`config.mk`:
```
export PLATFORM = sky130hd
export DESIGN_NAME = rv_bits_remove_demux
export DESIGN_NICKNAME = d
export VERILOG_FILES = /design/src/rtl/rv_bits_remove_demux_pkg.sv /design/src/rtl/rv_bits_remove.sv /design/src/rtl/rv_bits_remove_demux.sv
export SDC_FILE = /design/constraint.sdc
export NUM_CORES = 1
export LEC_CHECK = 0
export BUFFER_PORTS_ARGS = -buffer_cell sky130_fd_sc_hd__buf_4
export CORE_MARGIN = 2
export CORE_UTILIZATION = 50
export CTS_BUF_LIST = sky130_fd_sc_hd__clkbuf_4
export DETAILED_ROUTE_END_ITERATION = 8
export PLACE_DENSITY = 0.75
export SETUP_SLACK_MARGIN = 0.15
export SYNTH_ARGS = -nofsm -noshare
export SYNTH_HDL_FRONTEND = slang
export SYNTH_SLANG_ARGS = --single-unit
```
`constraint.sdc`:
```
create_clock -name clk -period 6.7 [get_ports clk]
set_input_delay 1.34 -clock clk [delete_from_list [all_inputs] [get_ports clk]]
set_output_delay 1.34 -clock clk [all_outputs]
set_load 0.02 [all_outputs]
```
`src/rtl/rv_bits_remove_demux_pkg.sv`:
```
// Shared width helpers and parameter legality checks for the tag insert/remove path.
package rv_bits_remove_demux_pkg;

    function automatic int tagged_width(input int n, input int s);
        return n + s;
    endfunction

    function automatic int lane_width(input int num_out);
        return (num_out > 1) ? $clog2(num_out) : 1;
    endfunction

    function automatic bit pos_legal(input int pos, input int n);
        return (pos >= 0) && (pos <= n);
    endfunction

    function automatic bit lanes_legal(input int num_out, input int s);
        return (num_out >= 1) && (num_out <= (1 << s));
    endfunction

endpackage

```
`src/rtl/rv_bits_remove.sv`:
```
// Strips an S-bit select field at bit POS out of an (N+S)-bit word; inverse of the insert stage.
module rv_bits_remove #(
    parameter int N   = 32,
    parameter int S   = 2,
    parameter int POS = 0
) (
    input  logic [N+S-1:0] data_in,
    output logic [N-1:0]   data_out,
    output logic [S-1:0]   sel_out
);

    if (POS == 0) begin : g_field_lsb
        assign sel_out  = data_in[S-1:0];
        assign data_out = data_in[N+S-1:S];
    end else if (POS == N) begin : g_field_msb
        assign sel_out  = data_in[N+S-1:N];
        assign data_out = data_in[N-1:0];
    end else begin : g_field_mid
        assign sel_out  = data_in[POS+S-1:POS];
        assign data_out = {data_in[N+S-1:POS+S], data_in[POS-1:0]};
    end

endmodule

```
`src/rtl/rv_bits_remove_demux.sv`:
```
// Removes the select field from each tagged word and steers the payload to one of NUM_OUT
// lanes through a main register plus one-entry skid; out-of-range tags are dropped and counted.
module rv_bits_remove_demux
    import rv_bits_remove_demux_pkg::*;
#(
    parameter int N       = 32,
    parameter int S       = 2,
    parameter int POS     = 0,
    parameter int NUM_OUT = 4,
    parameter int CNT_W   = 8
) (
    input  logic                            clk,
    input  logic                            reset,
    input  logic                            in_valid,
    input  logic [tagged_width(N, S)-1:0]   in_data,
    output logic                            in_ready,
    output logic [NUM_OUT-1:0]              out_valid,
    output logic [N-1:0]                    out_data,
    input  logic [NUM_OUT-1:0]              out_ready,
    output logic                            drop_pulse,
    output logic [CNT_W-1:0]                drop_count
);

    localparam int          LW        = lane_width(NUM_OUT);
    localparam logic [31:0] NUM_OUT_U = 32'(NUM_OUT);

    if (!pos_legal(POS, N)) begin : g_bad_pos
        $error("rv_bits_remove_demux: POS must lie in 0..N");
    end
    if (!lanes_legal(NUM_OUT, S)) begin : g_bad_lanes
        $error("rv_bits_remove_demux: NUM_OUT must lie in 1..2**S");
    end

    logic [N-1:0] pay_w;
    logic [S-1:0] sel_w;

    rv_bits_remove #(.N(N), .S(S), .POS(POS)) u_remove (
        .data_in  (in_data),
        .data_out (pay_w),
        .sel_out  (sel_w)
    );

    logic             m_valid_q, m_valid_d;
    logic [LW-1:0]    m_sel_q, m_sel_d;
    logic [N-1:0]     m_data_q, m_data_d;
    logic             s_valid_q, s_valid_d;
    logic [LW-1:0]    s_sel_q, s_sel_d;
    logic [N-1:0]     s_data_q, s_data_d;
    logic             drop_pulse_q, drop_pulse_d;
    logic [CNT_W-1:0] drop_count_q, drop_count_d;

    logic accept, in_range, take, drop, pop;

    always_comb begin
        in_ready  = reset & ~s_valid_q;
        accept    = in_valid & in_ready;
        in_range  = 32'(sel_w) < NUM_OUT_U;
        take      = accept & in_range;
        drop      = accept & ~in_range;
        out_valid = m_valid_q ? (NUM_OUT'(1) << m_sel_q) : '0;
        out_data  = m_data_q;
        pop       = |(out_valid & out_ready);

        m_valid_d = m_valid_q;
        m_sel_d   = m_sel_q;
        m_data_d  = m_data_q;
        s_valid_d = s_valid_q;
        s_sel_d   = s_sel_q;
        s_data_d  = s_data_q;

        // Main is always the oldest word; skid only ever holds the next one in order.
        if (pop) begin
            if (s_valid_q) begin
                m_sel_d  = s_sel_q;
                m_data_d = s_data_q;
                if (take) begin
                    s_sel_d  = sel_w[LW-1:0];
                    s_data_d = pay_w;
                end else begin
                    s_valid_d = 1'b0;
                end
            end else if (take) begin
                m_sel_d  = sel_w[LW-1:0];
                m_data_d = pay_w;
            end else begin
                m_valid_d = 1'b0;
            end
        end else if (take) begin
            if (!m_valid_q) begin
                m_valid_d = 1'b1;
                m_sel_d   = sel_w[LW-1:0];
                m_data_d  = pay_w;
            end else begin
                s_valid_d = 1'b1;
                s_sel_d   = sel_w[LW-1:0];
                s_data_d  = pay_w;
            end
        end

        drop_pulse_d = drop;
        drop_count_d = (drop && !(&drop_count_q)) ? drop_count_q + CNT_W'(1) : drop_count_q;
    end

    always_ff @(posedge clk) begin
        if (!reset) begin
            m_valid_q    <= 1'b0;
            s_valid_q    <= 1'b0;
            drop_pulse_q <= 1'b0;
            drop_count_q <= '0;
        end else begin
            m_valid_q    <= m_valid_d;
            s_valid_q    <= s_valid_d;
            drop_pulse_q <= drop_pulse_d;
            drop_count_q <= drop_count_d;
        end
    end

    always_ff @(posedge clk) begin
        m_sel_q  <= m_sel_d;
        m_data_q <= m_data_d;
        s_sel_q  <= s_sel_d;
        s_data_q <= s_data_d;
    end

    assign drop_pulse = drop_pulse_q;
    assign drop_count = drop_count_q;

endmodule

```
==> flow_metrics.tcl <==
set metrics [dict create \
    status "finished clean" \
    die_w_um 79.9 \
    vias_per_cell 4.71 \
    grt_pass1_vias 1365 \
    ios 87 \
    finalNetCount 268 \
    cts_setup_buffers 0 \
    path_delay_family "buffers and inverters" \
    first_pass_iters 4 \
    seq_area_frac_synth_pct 72.2 \
    slew_violations 0 \
    required_ns 5.36 \
    hold_class "reg -> reg" \
    start_util_pct 52.0 \
    path_cells "buf_4, nor2b_1, buf_4" \
    drtIter0Drc 59 \
    critPathMaxFanout 5 \
    synth_top_family_by_area "multiplexers" \
    start_kind "input port" \
    synth_compound_area_share_pct 1.78 \
    synth_simple_gate_area_share_pct 2.60 \
    synth_top_area_share_pct 70.8 \
    ys_seq_elements 70 \
    fillCellCount 402 \
    p_leak_nw 1.50 \
    grt_pass1_wl_um 6500 \
    fin_setup_tns_ns 0 \
    synth_cells 142 \
    placed_cell_area_mm2 0.00346 \
    rsz0062_at_grt "no" \
    root_buffer "clkbuf_4" \
    critPathCaptureType "output port" \
    cts-htree-levels 3 \
    cts_hold_buf 0 \
    ir_worst_vdd_mv 0.189 \
    wire_per_inst_um 14.4 \
    cts_resized 0 \
    p_total_mw 0.873 \
    setup_viol 0 \
    synth-xor-area-share_pct 0 \
    postRouteWirelength_um 4350 \
    vias 1428 \
    critPathMaxStageDelay_ns 0.20 \
    insertion_delay_ns 0.40 \
    insertedDiodeCount 0 \
    cts_tree "yes" \
    drive_above_1_share_pct 58.0 \
    path_common_cell "buf_4" \
    drc 0 \
    synth_area_leaders "edfxtp_1 (71%), mux2_4 (16%), buf_4 (2.3%)" \
    syn_to_final_growth_pct 25.0 \
    yosys.area.top_type "edfxtp_1" \
    rows 27 \
    crit_cells 3 \
    crit_type "in -> out" \
    grtUsageTotal_pct 14.4 \
    syn_area_mm2 0.00288 \
    min_from "s_data_q[6]" \
    routabilityCongestion 0.785 \
    clk_pin_slew_ns 0.10 \
    cts_inserted_buffers 9 \
    post-route-min-period_ns 3.15 \
    slew_headroom_pct 28.8 \
    dpl.hpwl_um 3040 \
    r2r_start "m_sel_q[0]" \
    antenna_left 0 \
    cp-startpoint "reset" \
    fmax_mhz 317 \
    synthAdderAreaFrac_pct 0.434 \
    port_buffers 77 \
    maxCapViolations 0 \
    worstHoldPathCells 1 \
    syn_avg_cell_area_um2 20.3 \
    grt_max_degree 35 \
    fin_area_mm2 0.00360 \
    period_share_pct 47.1 \
    clock-sinks 70 \
    yosys_warnings 0 \
    cts_buffer_depth 2 \
    antenna_found_initial 0 \
    cp_slowest_cell "nor2b_1" \
    hold_viol 0 \
    die_h_um 79.9 \
    skew_ns 0.0137 \
    max_slew.worst_pin.slew_ns 1.07 \
    worst-path-buf-inv 2 \
    ff2ff_path_depth 5 \
    cp.arrival_ns 1.81 \
    powerDensity_mw_per_mm2 242 \
    grt_overflow 0 \
    dieArea_mm2 0.00639 \
    synth_mux_area_share_pct 17.9 \
    coreArea_mm2 0.00554 \
    synthDistinctLibCells 25 \
]
==> report_power, final <==
part	internal (mW)	switching (mW)
registers	0.503	0.00778
logic	0.0492	0.0476
clock network	0.135	0.130
==> cells in the mapped netlist, drive strengths merged <==
| library cell | instances |
|---|---|
| a211oi | 1 |
| a21oi | 1 |
| a31o | 1 |
| and3 | 1 |
| and4 | 1 |
| buf | 13 |
| conb | 1 |
| dfxtp | 2 |
| edfxtp | 68 |
| ha | 1 |
| inv | 1 |
| mux2 | 34 |
| mux2i | 2 |
| nand2 | 2 |
| nand2b | 2 |
| nand3 | 1 |
| nand3b | 1 |
| nor2 | 4 |
| nor2b | 2 |
| o221a | 1 |
| o22a | 2 |
==> final timing paths <==
check / to / slack, ns
max: in_ready / 3.55
min: out_data[6] / 0.55
min reg2reg: out_data[6] / 0.55
max reg2reg: out_data[24] / 4.10
==> state kept, by name (all words and copies together) (netlist names) <==
name       count
m_sel_q        2
s_sel_q        2
s_valid_q      1
out_data      32
m_valid_q      1
s_data_q      32
==> layer usage <==
metal,part of all wire [%],GRT usage [%],vias up
li1,-,-,698
met1,42,17.6,661
met2,47,21.5,61
met3,8.6,5.32,8
met4,2.2,9.15,0
met5,0,0,-
==> per-stage QoR <==
| step | instances | util, % | hold slack, ns | setup slack, ns |
|---|---|---|---|---|
| detailed placement | 287 | 62.5 | 0.534 | 3.21 |
| finish | 303 | 65.1 | 0.552 | 3.55 |
| global route | 303 | 65.1 | 0.571 | 3.52 |
| global placement | 287 | 62.5 | 0.528 | 3.26 |
| floorplan | 150 | - | 0.525 | 1.62 |
| CTS | 303 | 65.1 | 0.555 | 3.54 |
==> cells in the final DEF (no fill, tap or decap), types with 2 or more instances in the layout <==
cell type | netlist | layout
nor2b_1 | 2 | 2
nand2_1 | 2 | 2
nor2_1 | 4 | 4
mux2i_1 | 2 | 2
mux2_4 | 30 | 30
nand2b_1 | 2 | 2
edfxtp_1 | 68 | 68
mux2_2 | 4 | 4
dfxtp_1 | 2 | 2
o22a_2 | 1 | 2
conb_1 | 1 | 9
buf_4 | 9 | 78
clkbuf_4 | 0 | 14
==> area by class of cell <==
class	count	area, um2	share of cell area, %
Timing Repair Buffer	78	586	16.2
Tap cell	72	90.1	2.50
Sequential cell	70	2080	57.8
Inverter	1	3.75	0.104
Multi-Input combinational cell	66	703	19.5
Clock inverter	2	35.0	0.972
Clock buffer	14	105	2.92
==> cells by family after synthesis <==
family | Yosys count
flops | 70
mux | 36
buf+inv | 14
simple gates | 14
compound gates | 6
fa+ha+maj | 1
other cells | 1
No activity file was read; power rests on OpenSTA's default activity.
